--- src/rtl/serial_subtractor_pkg.sv ---
// Shared types and sizing helpers for the bit-serial subtractor.
package sub_pkg;

    typedef enum logic {
        IDLE  = 1'b0,
        SHIFT = 1'b1
    } state_t;

    // Bit counter width; never narrower than one bit, even for WIDTH=1.
    function automatic int cnt_w(input int width);
        return (width <= 1) ? 1 : $clog2(width);
    endfunction

endpackage

--- src/rtl/serial_subtractor_full_subtract.sv ---
// Combinational 1-bit full subtractor: a - b - borrowIn.
module full_subtract (
    output logic diff,
    output logic borrowOut,
    input  logic a,
    input  logic b,
    input  logic borrowIn
);

    assign diff      = a ^ b ^ borrowIn;
    assign borrowOut = (~a & b) | (~(a ^ b) & borrowIn);

endmodule

--- src/rtl/serial_subtractor.sv ---
// Bit-serial a - b - borrow_in, LSB first, one bit per clock through a single
// full-subtract cell, with start/done handshake and held result/flags.
module serial_subtractor
    import sub_pkg::*;
#(
    parameter int WIDTH = 8
) (
    input  logic             clk,
    input  logic             rst,
    input  logic             start,
    input  logic [WIDTH-1:0] a,
    input  logic [WIDTH-1:0] b,
    input  logic             borrow_in,
    output logic             busy,
    output logic             done,
    output logic [WIDTH-1:0] diff,
    output logic             borrow_out,
    output logic             overflow
);

    localparam int CNT_W = cnt_w(WIDTH);
    localparam logic [CNT_W-1:0] LAST = CNT_W'(WIDTH - 1);

    state_t           state, state_nxt;
    logic [WIDTH-1:0] a_sr, b_sr, diff_sr;
    logic             brw;
    logic [CNT_W-1:0] cnt;
    logic             cell_d, cell_bo;
    logic             accept, finish;

    full_subtract u_cell (
        .diff      (cell_d),
        .borrowOut (cell_bo),
        .a         (a_sr[0]),
        .b         (b_sr[0]),
        .borrowIn  (brw)
    );

    always_ff @(posedge clk) begin
        if (rst) state <= IDLE;
        else     state <= state_nxt;
    end

    always_comb begin
        state_nxt = state;
        accept    = 1'b0;
        finish    = 1'b0;
        case (state)
            IDLE: begin
                if (start) begin
                    accept    = 1'b1;
                    state_nxt = SHIFT;
                end
            end
            SHIFT: begin
                if (cnt == LAST) begin
                    finish    = 1'b1;
                    state_nxt = IDLE;
                end
            end
            default: state_nxt = IDLE;
        endcase
    end

    always_ff @(posedge clk) begin
        if (rst) begin
            a_sr       <= '0;
            b_sr       <= '0;
            diff_sr    <= '0;
            brw        <= 1'b0;
            cnt        <= '0;
            done       <= 1'b0;
            borrow_out <= 1'b0;
            overflow   <= 1'b0;
        end else begin
            done <= 1'b0;
            if (accept) begin
                a_sr       <= a;
                b_sr       <= b;
                diff_sr    <= '0;
                brw        <= borrow_in;
                cnt        <= '0;
                borrow_out <= 1'b0;
                overflow   <= 1'b0;
            end else if (state == SHIFT) begin
                // Shift-in written as OR of shifts so WIDTH=1 needs no special case.
                diff_sr <= (diff_sr >> 1) | (WIDTH'(cell_d) << (WIDTH - 1));
                a_sr    <= a_sr >> 1;
                b_sr    <= b_sr >> 1;
                brw     <= cell_bo;
                cnt     <= cnt + CNT_W'(1);
                if (finish) begin
                    borrow_out <= cell_bo;
                    overflow   <= brw ^ cell_bo;
                    done       <= 1'b1;
                end
            end
        end
    end

    assign busy = (state == SHIFT);
    assign diff = diff_sr;

endmodule
--- config.mk ---
export PLATFORM = sky130hd
export DESIGN_NAME = serial_subtractor
export DESIGN_NICKNAME = d
export VERILOG_FILES = /design/src/rtl/serial_subtractor_pkg.sv /design/src/rtl/serial_subtractor_full_subtract.sv /design/src/rtl/serial_subtractor.sv
export SDC_FILE = /design/constraint.sdc
export NUM_CORES = 1
export LEC_CHECK = 0
export CORE_MARGIN = 1.5
export CORE_UTILIZATION = 53
export DETAILED_ROUTE_END_ITERATION = 16
export PLACE_DENSITY = 0.84
export SLEW_MARGIN = 0
export SYNTH_ARGS = -nofsm -noshare
export SYNTH_HDL_FRONTEND = slang
export SYNTH_SLANG_ARGS = --single-unit
--- constraint.sdc ---
create_clock -name clk -period 3 [get_ports clk]
set_clock_uncertainty 0.15 [all_clocks]
set_input_delay 0.3 -clock clk [delete_from_list [all_inputs] [get_ports clk]]
set_output_delay 0.3 -clock clk [all_outputs]
set_load 0.03 [all_outputs]
; After elaboration in Yosys (flattened, before gate mapping)
; Cells that the tools add are included.
[word_totals]
reg_bits = 32
romBits = 0
ramBits = 0
word_cells = 38
input_bits = 20
n_memories = 0
latchBits = 0
output_inout_bits = 12
[op_classes]
reduce_logical = 4
multipliers = 0
mux = 13
n_div = 0
eq_ne = 1
magnitude_cmp = 0
shifts = 0
bitwise_logic = 10
n_addsub = 1
[ops]
columns = op, n
row1 = $mux W8, 4
row2 = $mux W1, 8
row3 = $or A7 B8 Y8, 1
row4 = $add A3 B1 Y3 const B, 1
row5 = $eq A3 B3 Y1 const B, 1
row6 = $not A1 Y1, 3
row7 = $reduce_or A3 Y1, 1
row8 = $xor A1 B1 Y1, 3
row9 = $and A1 B1 Y1, 2
row10 = $pmux W1 S2, 1
row11 = $reduce_and A2 Y1, 1
row12 = $reduce_bool A2 Y1, 1
row13 = $reduce_or A2 Y1, 1
row14 = $or A1 B1 Y1, 1

; Logic depth before layout (Yosys ltp)
; Gate-level depths: netlist of run 1.
[depth]
ltp_word = 6
mapped_depth = 6
ltp_nobuf = 5

; Hierarchy
; From an unflattened synthesis of run 1, not the netlist that was laid out.
[hier_totals]
cells_unflattened = 132
area_unflattened_um2 = 1346.3
[by_module_without_submodules]
columns = mod, area_each_um2, seq_area_each_um2, instances, cells_per_inst
row1 = serial_subtractor, 1315.0, 640.6, 1, 128
row2 = full_subtract, 31.3, 0.0, 1, 4

; Worst setup path after synthesis of run 1
; No wires, ideal clock.
[synth_path]
kind = reg-to-reg
startpoint = register b_sr[0]
endpoint = register overflow
setup_ns = 0.079
path_buffers = 0
t_arrival_ns = 1.193
t_required_ns = 2.771
stages_incl_launch_ff = 5
slack_ns = 1.578
synth_period_minus_slack_ns = 1.422
path_cell_list = dfxtp_1 inv_1 fa_1 xor2_1 a211oi_2
[synth_between]
elab_chain_len = 5
word_cells_on_any_way = 6
cone_classes = bitwise (6)
[synth_rtl]
columns = item, line_no
row1 = from (decl), serial_subtractor.sv:25  ; logic [WIDTH-1:0] a_sr, b_sr, diff_sr;
row2 = from (signal assigned), serial_subtractor.sv:89  ; b_sr <= b_sr >> 1;
row3 = $xor A1 B1 Y1, serial_subtractor_full_subtract.sv:11  ; assign borrowOut = (~a & b) | (~(a ^ b) & borrowIn);
row4 = $not A1 Y1, serial_subtractor_full_subtract.sv:11
row5 = $and A1 B1 Y1, serial_subtractor_full_subtract.sv:11
row6 = $or A1 B1 Y1 *, serial_subtractor_full_subtract.sv:11
row7 = $xor A1 B1 Y1 *, serial_subtractor.sv:94  ; overflow <= brw ^ cell_bo;
row8 = to (signal assigned), serial_subtractor.sv:94
row9 = to (decl), serial_subtractor.sv:18  ; output logic overflow
; Every way passes the cells marked *; elsewhere a longest branch is shown, timed or not.
; A chain may end at the register's enable or synchronous reset.

; Worst setup path after layout of run 1
[layout_path]
startpoint = register state, in the netlist busy
endpoint = output busy
[layout_rtl]
columns = item, line_no
row1 = from (decl), serial_subtractor.sv:24  ; state_t state, state_nxt;
row2 = from (signal assigned), serial_subtractor.sv:41  ; else state <= state_nxt;
row3 = to (decl), serial_subtractor.sv:14  ; output logic busy,
; No word-level cell between the ends.

==> flow_summary_export.csv, run 1 <==
group,metric,value,unit
placement,hpwl,1780,um
sta,post-route-period-util,0.691,
sta,worstMarginPinSlew,564,ps
min_path,min_from,"a_sr[5]",
routing,vias,985,
clock_tree,cts_buffers,5,
clock_tree,cts_tree,"yes",
power_and_ir_drop,powerDensity,483,mW/mm^2
routing,ant_nets,0,
power_and_ir_drop,ir_worst_vdd,365,uV
worst_setup_path,crit_type,"reg2out",
logic_synthesis,ys_ff_latch,32,
logic_synthesis,synth_edf_count,0,
logic_synthesis,syn-num-nets,153,
flow_run,max-cap-violations,0,
sta,maxSlewViolCount,0,
logic_synthesis,yosys.area.top_type,"dfxtp_1",
sta,tns,0,ps
worst_setup_path,r2r_slack,1420,ps
worst_setup_path,rr_endpoint,"overflow",
finish,antenna_cells,0,
worst_setup_path,reg2reg_from,"busy",
global_routing,grt_use_total,0.200,
sta,fin_crit,2070,ps
die,die_w,54.8,um
sta,holdWs,361,ps
placement,dp_slack,1220,ps
global_routing,gr-total-overflow,0,
die,initial_core_util,0.569,
logic_synthesis,synth.most_common_cell,"dfxtp_1",
logic_synthesis,synth.area.top_cells,"dfxtp_1, mux2i_1, a211oi_2",
power_and_ir_drop,p_leak,0.701,nW
routing,drtIter0Drc,9,
min_path,hp-class,"reg2reg",
clock_tree,cts_max_path_buffers,2,
routing,drt-total-wl,2560,um
global_routing,antenna_found_initial,0,
worst_setup_path,worstSetupStartpointType,"flip-flop",
finish,fillers,198,
power_and_ir_drop,p_comb_frac,0.158,
logic_synthesis,yosysSeqAreaShare,0.451,
placement,port_buffers,31,
sta,relSlewSlack,0.624,
placement,place_congestion,0.630,
sta,timing.final.ws_setup,928,ps
run_status,status,"finished clean",
power_and_ir_drop,clock_power_share,0.301,
clock_tree,ctsResizeCount,0,
worst_setup_path,worstPathArrival,1620,ps
min_path,worstHoldPathCells,2,
clock_tree,path_clk_slew,100,ps
logic_synthesis,netlist_instances,130,
sta,rsz0062_at_grt,"no",
worst_setup_path,critPathBufInv,2,
clock_tree,ctsRootBufferMaster,"clkbuf_4",
finish,drive_gt1_frac,0.149,
die,pin_count,32,
min_path,hold-path-endpoint,"a_sr[4]",
power_and_ir_drop,seq_power_share,0.541,
placement,dp_cells,183,
logic_synthesis,synth_cell_type_count,20,
routing,drc,0,
power_and_ir_drop,switching_share,0.257,
logic_synthesis,netlist.area_leader.share,0.451,
sta,setup_viol,0,
sta,fmax,483,MHz
worst_setup_path,rr_worst_depth,4,
power_and_ir_drop,finalPower,0.000849,W
global_routing,grt_pass1_vias,929,
routing,first_pass_iters,4,
finish,stdcell_count,191,
logic_synthesis,synth_area,0.00142,mm^2
clock_tree,cts.sinks,32,
clock_tree,post_cts_buffers,0,
die,die_h,54.8,um
finish,final_nets,183,
die,dieArea,0.00300,mm^2
routing,via_per_inst,5.16,
worst_setup_path,end_kind,"primary output",
global_routing,grt_start_max_net_pins,31,
die,core_area,0.00250,mm^2
power_and_ir_drop,p_switching,0.000218,W
power_and_ir_drop,internal-power,0.000631,W
worst_setup_path,cp_max_fo,18,
die,rows,18,
global_routing,grt_pass1_wl,4040,um
routing,avgRoutedWirePerCell,13.4,um
logic_synthesis,synth_commonest_cells,"dfxtp_1, nor2_1, mux2i_1",
clock_tree,h-tree-depth,2,
clock_tree,hold_buffers,0,
worst_setup_path,crit_family,"buffers and inverters",
logic_synthesis,synthFlopType,"dfxtp_1",
worst_setup_path,cp_slowest_cell,"clkdlybuf4s50_1",
worst_setup_path,worstPathRequired,2550,ps
logic_synthesis,avgSynthCellArea,10.9,um^2
worst_setup_path,crit_chain,"buf_4, clkdlybuf4s50_1",
clock_tree,clkLatencyLatePin,330,ps
logic_synthesis,yosys_warnings,0,
finish,synthToLayoutAreaGrowth,23.7,%
sta,hold_viol_final,0,
worst_setup_path,slowest_delay,720,ps
logic_synthesis,async_reset_ff_frac,0,
state kept, by name (all words and copies together) (netlist names):
register,count
a_sr,8
b_sr,8
borrow_out,1
brw,1
busy,1
cnt,3
diff,8
done,1
overflow,1
worst max-delay path by stage:
stage,cells past startpoint,slack (ps),start,to
6_report,2,930,busy,busy
5_1_grt,2,850,busy,busy
4_1_cts,2,900,busy,busy
3_5_place_dp,3,1220,rst,a_sr[1]
3_3_place_gp,3,1250,rst,a_sr[2]
2_1_floorplan,4,1580,b_sr[0],overflow
layout by cell type (no fill, tap or decap), drive strengths merged:
| cell | synthesis | layout |
|---|---|---|
| nor2 | 28 | 28 |
| ha | 2 | 2 |
| nand2 | 1 | 1 |
| xnor2 | 1 | 1 |
| nor3 | 3 | 3 |
| a211oi | 17 | 17 |
| clkbuf | 0 | 8 |
| and2 | 1 | 1 |
| inv | 3 | 3 |
| dfxtp | 32 | 32 |
| nor2b | 1 | 1 |
| fa | 1 | 1 |
| clkdlybuf4s50 | 0 | 31 |
| a21o | 1 | 1 |
| o211a | 1 | 1 |
| buf | 11 | 3 |
| xor2 | 1 | 1 |
| mux2i | 26 | 26 |
per-stage QoR:
| step | instance area (um^2) | utilization |
|---|---|---|
| after global routing | 1760 | 0.703 |
| after detailed placement | 1700 | 0.680 |
| after floorplan | 1420 | - |
| after CTS | 1760 | 0.703 |
| after global placement | 1700 | 0.680 |
| final | 1760 | 0.703 |
tightest hold or removal path, delay by kind of cell, from the launching register on:
kind / cells / cell delay, ps
flops: 1 / 330
compound gates: 1 / 50
simple gates: 1 / 100
final cells by class:
| cell class | count | area (um^2) | area share |
|---|---|---|---|
| inverter | 3 | 11.3 | 0.00641 |
| timing repair buffer | 34 | 333 | 0.189 |
| sequential | 32 | 641 | 0.364 |
| multi-input combinational | 84 | 677 | 0.385 |
| clock buffer | 8 | 58.8 | 0.0335 |
| tap | 30 | 37.5 | 0.0214 |
cells by family (layout without fill, tap and decap cells):
logic type               after synthesis  count (layout)  share of synthesized area
XOR/XNOR                               2               2                     0.0123
multiplexers                          26              26                      0.183
buffers and inverters                 14              45                     0.0731
AND/OR/NAND/NOR                       34              34                     0.0960
flip-flops                            32              32                      0.451
adder cells (fa/ha/maj)                3               3                     0.0317
AO/OA/AOI/OAI                         19              19                      0.153
per-layer routing:
layer / part of all wire / global-route usage / up-vias
li1: - / - / 511
met1: 0.46 / 0.234 / 441
met2: 0.47 / 0.319 / 25
met3: 0.048 / 0.0574 / 8
met4: 0.025 / 0.125 / 0
met5: 0 / 0 / -
power groups by stage:
stage / Clock [W] / Sequential [W] / Combinational, W
global placement: 0 / 0.000468 / 0.000132
finish: 0.000256 / 0.000459 / 0.000134
detailed placement: 0 / 0.000469 / 0.000134
global route: 0.000275 / 0.000462 / 0.000148
floorplan: 0 / 0.000470 / 0.0000976
CTS: 0.000264 / 0.000459 / 0.000136
Power figures use the tool's default switching activity.
==> inputs of run 2 (changes only) <==
--- a/config.mk
+++ b/config.mk
@@ -6,9 +6,9 @@
 export NUM_CORES = 1
 export LEC_CHECK = 0
 export CORE_MARGIN = 1.5
-export CORE_UTILIZATION = 53
+export CORE_UTILIZATION = 44
 export DETAILED_ROUTE_END_ITERATION = 16
-export PLACE_DENSITY = 0.84
+export PLACE_DENSITY = 0.74
 export SLEW_MARGIN = 0
 export SYNTH_ARGS = -nofsm -noshare
 export SYNTH_HDL_FRONTEND = slang
==> constraint.sdc (replaced) <==
create_clock -name clk -period 1.9 [get_ports clk]
set_clock_uncertainty 0.15 [all_clocks]
set_input_delay 0.19 -clock clk [delete_from_list [all_inputs] [get_ports clk]]
set_output_delay 0.19 -clock clk [all_outputs]
set_load 0.03 [all_outputs]
==> run 2 against run 1 <==
Against the previous run: sequential share of layout area fell by 0.86 points; flip-flop and latch count unchanged; critical path type unchanged; utilization down 11 points; first-iteration DRC count grew to 4.4 times the previous value; largest cell class unchanged; register-to-register slack got worse by 1000 ps; routed wire length fell by 2.6%; count of clock-buffer cells in the layout unchanged; die area increased by 19%; non-clock buffer count is 2 higher.
==> flow_summary_export.csv, run 2 (same netlist as run 1, synthesis figures left out) <==
group,metric,value,unit
die,initial_core_util,0.466,
sta,post-route-period-util,0.914,
clock_tree,cts_tree,"yes",
worst_setup_path,crit_family,"buffers and inverters",
sta,hold_viol_final,0,
global_routing,grt_pass1_wl,4120,um
power_and_ir_drop,powerDensity,748,mW/mm^2
global_routing,grt_start_max_net_pins,29,
die,die_w,59.8,um
power_and_ir_drop,p_leak,0.717,nW
die,rows,20,
routing,vias,996,
min_path,min_from,"b[7]",
placement,port_buffers,31,
worst_setup_path,rr_worst_depth,4,
sta,maxSlewViolCount,0,
sta,worstMarginPinSlew,331,ps
placement,dp_slack,370,ps
sta,relSlewSlack,0.779,
clock_tree,h-tree-depth,2,
clock_tree,path_clk_slew,90,ps
routing,drtIter0Drc,40,
die,dieArea,0.00358,mm^2
sta,rsz0062_at_grt,"no",
worst_setup_path,worstSetupStartpointType,"flip-flop",
power_and_ir_drop,ir_worst_vdd,427,uV
worst_setup_path,critPathBufInv,1,
global_routing,grt_use_total,0.156,
sta,setup_viol,0,
worst_setup_path,rr_endpoint,"overflow",
worst_setup_path,end_kind,"primary output",
clock_tree,post_cts_buffers,0,
routing,drt-total-wl,2490,um
finish,final_common_cell,"dfxtp_1",
finish,fillers,274,
sta,tns,0,ps
global_routing,gr-total-overflow,0,
sta,timing.final.ws_setup,163,ps
worst_setup_path,worstPathArrival,1400,ps
global_routing,antenna_found_initial,0,
routing,avgRoutedWirePerCell,12.0,um
finish,final_cell_mix,"dfxtp_1, clkdlybuf4s50_1, nor2_1",
min_path,worstHoldPathCells,3,
worst_setup_path,cp_max_fo,3,
routing,drc,0,
finish,antenna_cells,0,
clock_tree,cts.sinks,32,
run_status,status,"finished clean",
die,die_h,59.8,um
worst_setup_path,r2r_slack,370,ps
sta,fin_crit,1740,ps
routing,ant_nets,0,
flow_run,max-cap-violations,0,
sta,fmax,576,MHz
die,core_area,0.00305,mm^2
global_routing,grt_pass1_vias,982,
power_and_ir_drop,finalPower,0.00135,W
placement,hpwl,1720,um
clock_tree,ctsResizeCount,0,
die,pin_count,32,
worst_setup_path,reg2reg_from,"b_sr[0]",
worst_setup_path,cp_slowest_cell,"clkdlybuf4s50_1",
worst_setup_path,crit_type,"reg2out",
worst_setup_path,crit_chain,"clkdlybuf4s50_1",
worst_setup_path,slowest_delay,690,ps
clock_tree,ctsRootBufferMaster,"clkbuf_4",
routing,via_per_inst,4.81,
routing,first_pass_iters,3,
clock_tree,hold_buffers,0,
finish,drive_gt1_frac,0.166,
finish,final_nets,185,
clock_tree,cts_buffers,5,
clock_tree,clkLatencyLatePin,330,ps
finish,synthToLayoutAreaGrowth,26.7,%
min_path,hold-path-endpoint,"b_sr[7]",
min_path,hp-class,"in2reg",
placement,place_congestion,0.772,
worst_setup_path,worstPathRequired,1560,ps
clock_tree,cts_max_path_buffers,2,
[run 2: area by class of cell]
| cell class | count | area [um^2] | area share |
|---|---|---|---|
| multi-input cells | 84 | 677 | 0.376 |
| flip-flops and latches | 32 | 641 | 0.356 |
| repair buffers | 36 | 358 | 0.199 |
| clock buffers | 8 | 58.8 | 0.0327 |
| well taps | 44 | 55.1 | 0.0306 |
| inverters | 3 | 11.3 | 0.00625 |
[run 2: how the worst max path moves through the flow]
stage,from,endpoint,slack (ps),depth (start not counted)
after floorplan,b_sr[0],overflow,480,4
after global placement,b_sr[0],overflow,400,4
after detailed placement,b_sr[0],overflow,370,4
after CTS,diff[7],diff[7],140,1
after global routing,diff[7],diff[7],110,1
final,diff[7],diff[7],160,1
[run 2: stage by stage]
stage / hold WS (ps) / util / instance area [um^2] / std cells
floorplan: 212 / - / 1420 / 130
finish: 355 / 0.590 / 1800 / 207
CTS: 340 / 0.590 / 1800 / 207
global route: 328 / 0.590 / 1800 / 207
global placement: 330 / 0.570 / 1740 / 199
detailed placement: 338 / 0.570 / 1740 / 199
[run 2: power by group]
group | total (W) | switching, W | leakage, nW | internal [W]
clock | 0.000402 | 0.000219 | 0.0326 | 0.000183
sequential | 0.000729 | 0.0000228 | 0.262 | 0.000706
combinational | 0.000217 | 0.000103 | 0.422 | 0.000114
total | 0.00135 | 0.000345 | 0.717 | 0.00100
[run 2: metal layers]
layer | up-vias | track usage | wire length (um)
li1 | 515 | - | -
met1 | 450 | 0.175 | 1130
met2 | 25 | 0.256 | 1160
met3 | 6 | 0.0519 | 151
met4 | 0 | 0.0857 | 48
met5 | - | 0 | 0
==> inputs of run 3 (changes only) <==
--- a/config.mk
+++ b/config.mk
@@ -8,7 +8,9 @@
 export CORE_MARGIN = 1.5
 export CORE_UTILIZATION = 44
 export DETAILED_ROUTE_END_ITERATION = 16
+export MAX_ROUTING_LAYER = met4
 export PLACE_DENSITY = 0.74
+export RECOVER_POWER = 50
 export SLEW_MARGIN = 0
 export SYNTH_ARGS = -nofsm -noshare
 export SYNTH_HDL_FRONTEND = slang
==> run 3 against run 2 <==
Against the previous run: final cell count stayed put; combinational power is 4% lower; clock power is 1% lower; critical endpoint unchanged; largest cell class unchanged; largest power group unchanged.
==> flow_summary_export.csv, run 3 (same netlist as run 1, synthesis figures left out) <==
group,metric,value,unit
min_path,hp-class,"in2reg",
worst_setup_path,crit_type,"reg2out",
finish,stdcell_count,207,
clock_tree,path_clk_slew,90,ps
worst_setup_path,reg2reg_from,"b_sr[0]",
placement,hpwl,1720,um
global_routing,antenna_found_initial,0,
finish,drive_gt1_frac,0.153,
global_routing,grt_pass1_vias,981,
clock_tree,clkLatencyLatePin,320,ps
clock_tree,post_cts_buffers,0,
worst_setup_path,crit_chain,"clkdlybuf4s50_1",
sta,tns,0,ps
die,pin_count,32,
die,rows,20,
sta,fmax,576,MHz
die,initial_core_util,0.466,
clock_tree,h-tree-depth,2,
worst_setup_path,rr_endpoint,"overflow",
power_and_ir_drop,p_comb_frac,0.156,
placement,port_buffers,31,
worst_setup_path,crit_family,"buffers and inverters",
routing,via_per_inst,4.86,
finish,antenna_cells,0,
worst_setup_path,end_kind,"primary output",
power_and_ir_drop,internal-power,0.000996,W
worst_setup_path,cp_slowest_cell,"clkdlybuf4s50_1",
die,dieArea,0.00358,mm^2
finish,fin_util,0.581,
placement,place_congestion,0.783,
worst_setup_path,rr_worst_depth,4,
clock_tree,cts.sinks,32,
finish,final_cell_mix,"dfxtp_1, clkdlybuf4s50_1, nor2_1",
placement,dp_cells,199,
flow_run,max-cap-violations,0,
sta,rsz0062_at_grt,"no",
routing,drtIter0Drc,25,
power_and_ir_drop,seq_power_share,0.546,
die,core_area,0.00305,mm^2
worst_setup_path,worstSetupStartpointType,"flip-flop",
placement,dp_slack,370,ps
sta,maxSlewViolCount,0,
worst_setup_path,slowest_delay,690,ps
global_routing,grt_use_total,0.160,
finish,ff_latch_area,641,um^2
routing,drc,0,
finish,final_common_cell,"dfxtp_1",
routing,ant_nets,0,
die,die_w,59.8,um
clock_tree,ctsRootBufferMaster,"clkbuf_4",
min_path,min_from,"a[7]",
sta,setup_viol,0,
min_path,worstHoldPathCells,3,
power_and_ir_drop,p_switching,0.000338,W
worst_setup_path,r2r_slack,380,ps
worst_setup_path,worstSetupEndpoint,"diff[7]",
sta,timing.final.ws_setup,162,ps
worst_setup_path,worstSetupStartpoint,"diff[7]",
power_and_ir_drop,p_leak,0.709,nW
sta,holdWs,354,ps
power_and_ir_drop,powerDensity,752,mW/mm^2
worst_setup_path,crit_cells,1,
finish,synthToLayoutAreaGrowth,24.7,%
worst_setup_path,critPathBufInv,1,
routing,drt-total-wl,2480,um
sta,post-route-period-util,0.915,
power_and_ir_drop,switching_share,0.253,
routing,avgRoutedWirePerCell,12.0,um
global_routing,gr-total-overflow,0,
finish,multi_input_area,664,um^2
worst_setup_path,worstPathRequired,1560,ps
die,die_h,59.8,um
clock_tree,cts_buffers,5,
power_and_ir_drop,ir_worst_vdd,413,uV
routing,first_pass_iters,4,
worst_setup_path,cp_max_fo,3,
sta,relSlewSlack,0.610,
global_routing,grt_pass1_wl,4120,um
finish,fillers,279,
routing,vias,1006,
finish,final_nets,185,
power_and_ir_drop,clock_power_share,0.298,
sta,worstMarginPinSlew,585,ps
clock_tree,hold_buffers,0,
global_routing,grt_start_max_net_pins,29,
worst_setup_path,worstPathArrival,1400,ps
sta,hold_viol_final,0,
clock_tree,cts_max_path_buffers,2,
clock_tree,cts_tree,"yes",
clock_tree,ctsResizeCount,0,
run_status,status,"finished clean",
sta,fin_crit,1740,ps
-- run 3: final cells by class --
class,count,share of cell area
sequential,32,0.361
timing repair buffer,36,0.193
inverter,3,0.00635
tap,44,0.0311
multi-input combinational,84,0.375
clock buffer,8,0.0332
-- run 3: worst min path at each step --
stage | slack, ps | to
floorplan | 210 | borrow_out
global placement | 330 | diff[0]
detailed placement | 340 | diff[0]
CTS | 340 | b_sr[7]
global route | 330 | b_sr[7]
finish | 350 | a_sr[7]
-- run 3: power by group through the flow --
stage | clock network, W | registers (W) | logic, W
floorplan | 0 | 0.000743 | 0.000154
global placement | 0 | 0.000743 | 0.000212
detailed placement | 0 | 0.000744 | 0.000218
CTS | 0.000415 | 0.000729 | 0.000219
global route | 0.000446 | 0.000734 | 0.000229
finish | 0.000397 | 0.000729 | 0.000208
-- run 3: worst min-delay path, stage by stage --
cell and delay, ps:
clkdlybuf4s50_1 410, mux2i_1 130, nor3_1 50
-- run 3: routing by layer --
metal	GRT usage	vias to the layer above	wire, um
met2	0.256	25	1150
met3	0.0498	7	143
met4	0.0857	0	45
li1	-	517	-
met1	0.177	457	1140
met5	-	-	0
-- run 3: stage by stage --
step	area (um^2)	power, W
global placement	1740	0.000954
global route	1770	0.00141
detailed placement	1740	0.000963
finish	1770	0.00133
floorplan	1420	0.000897
CTS	1800	0.00136
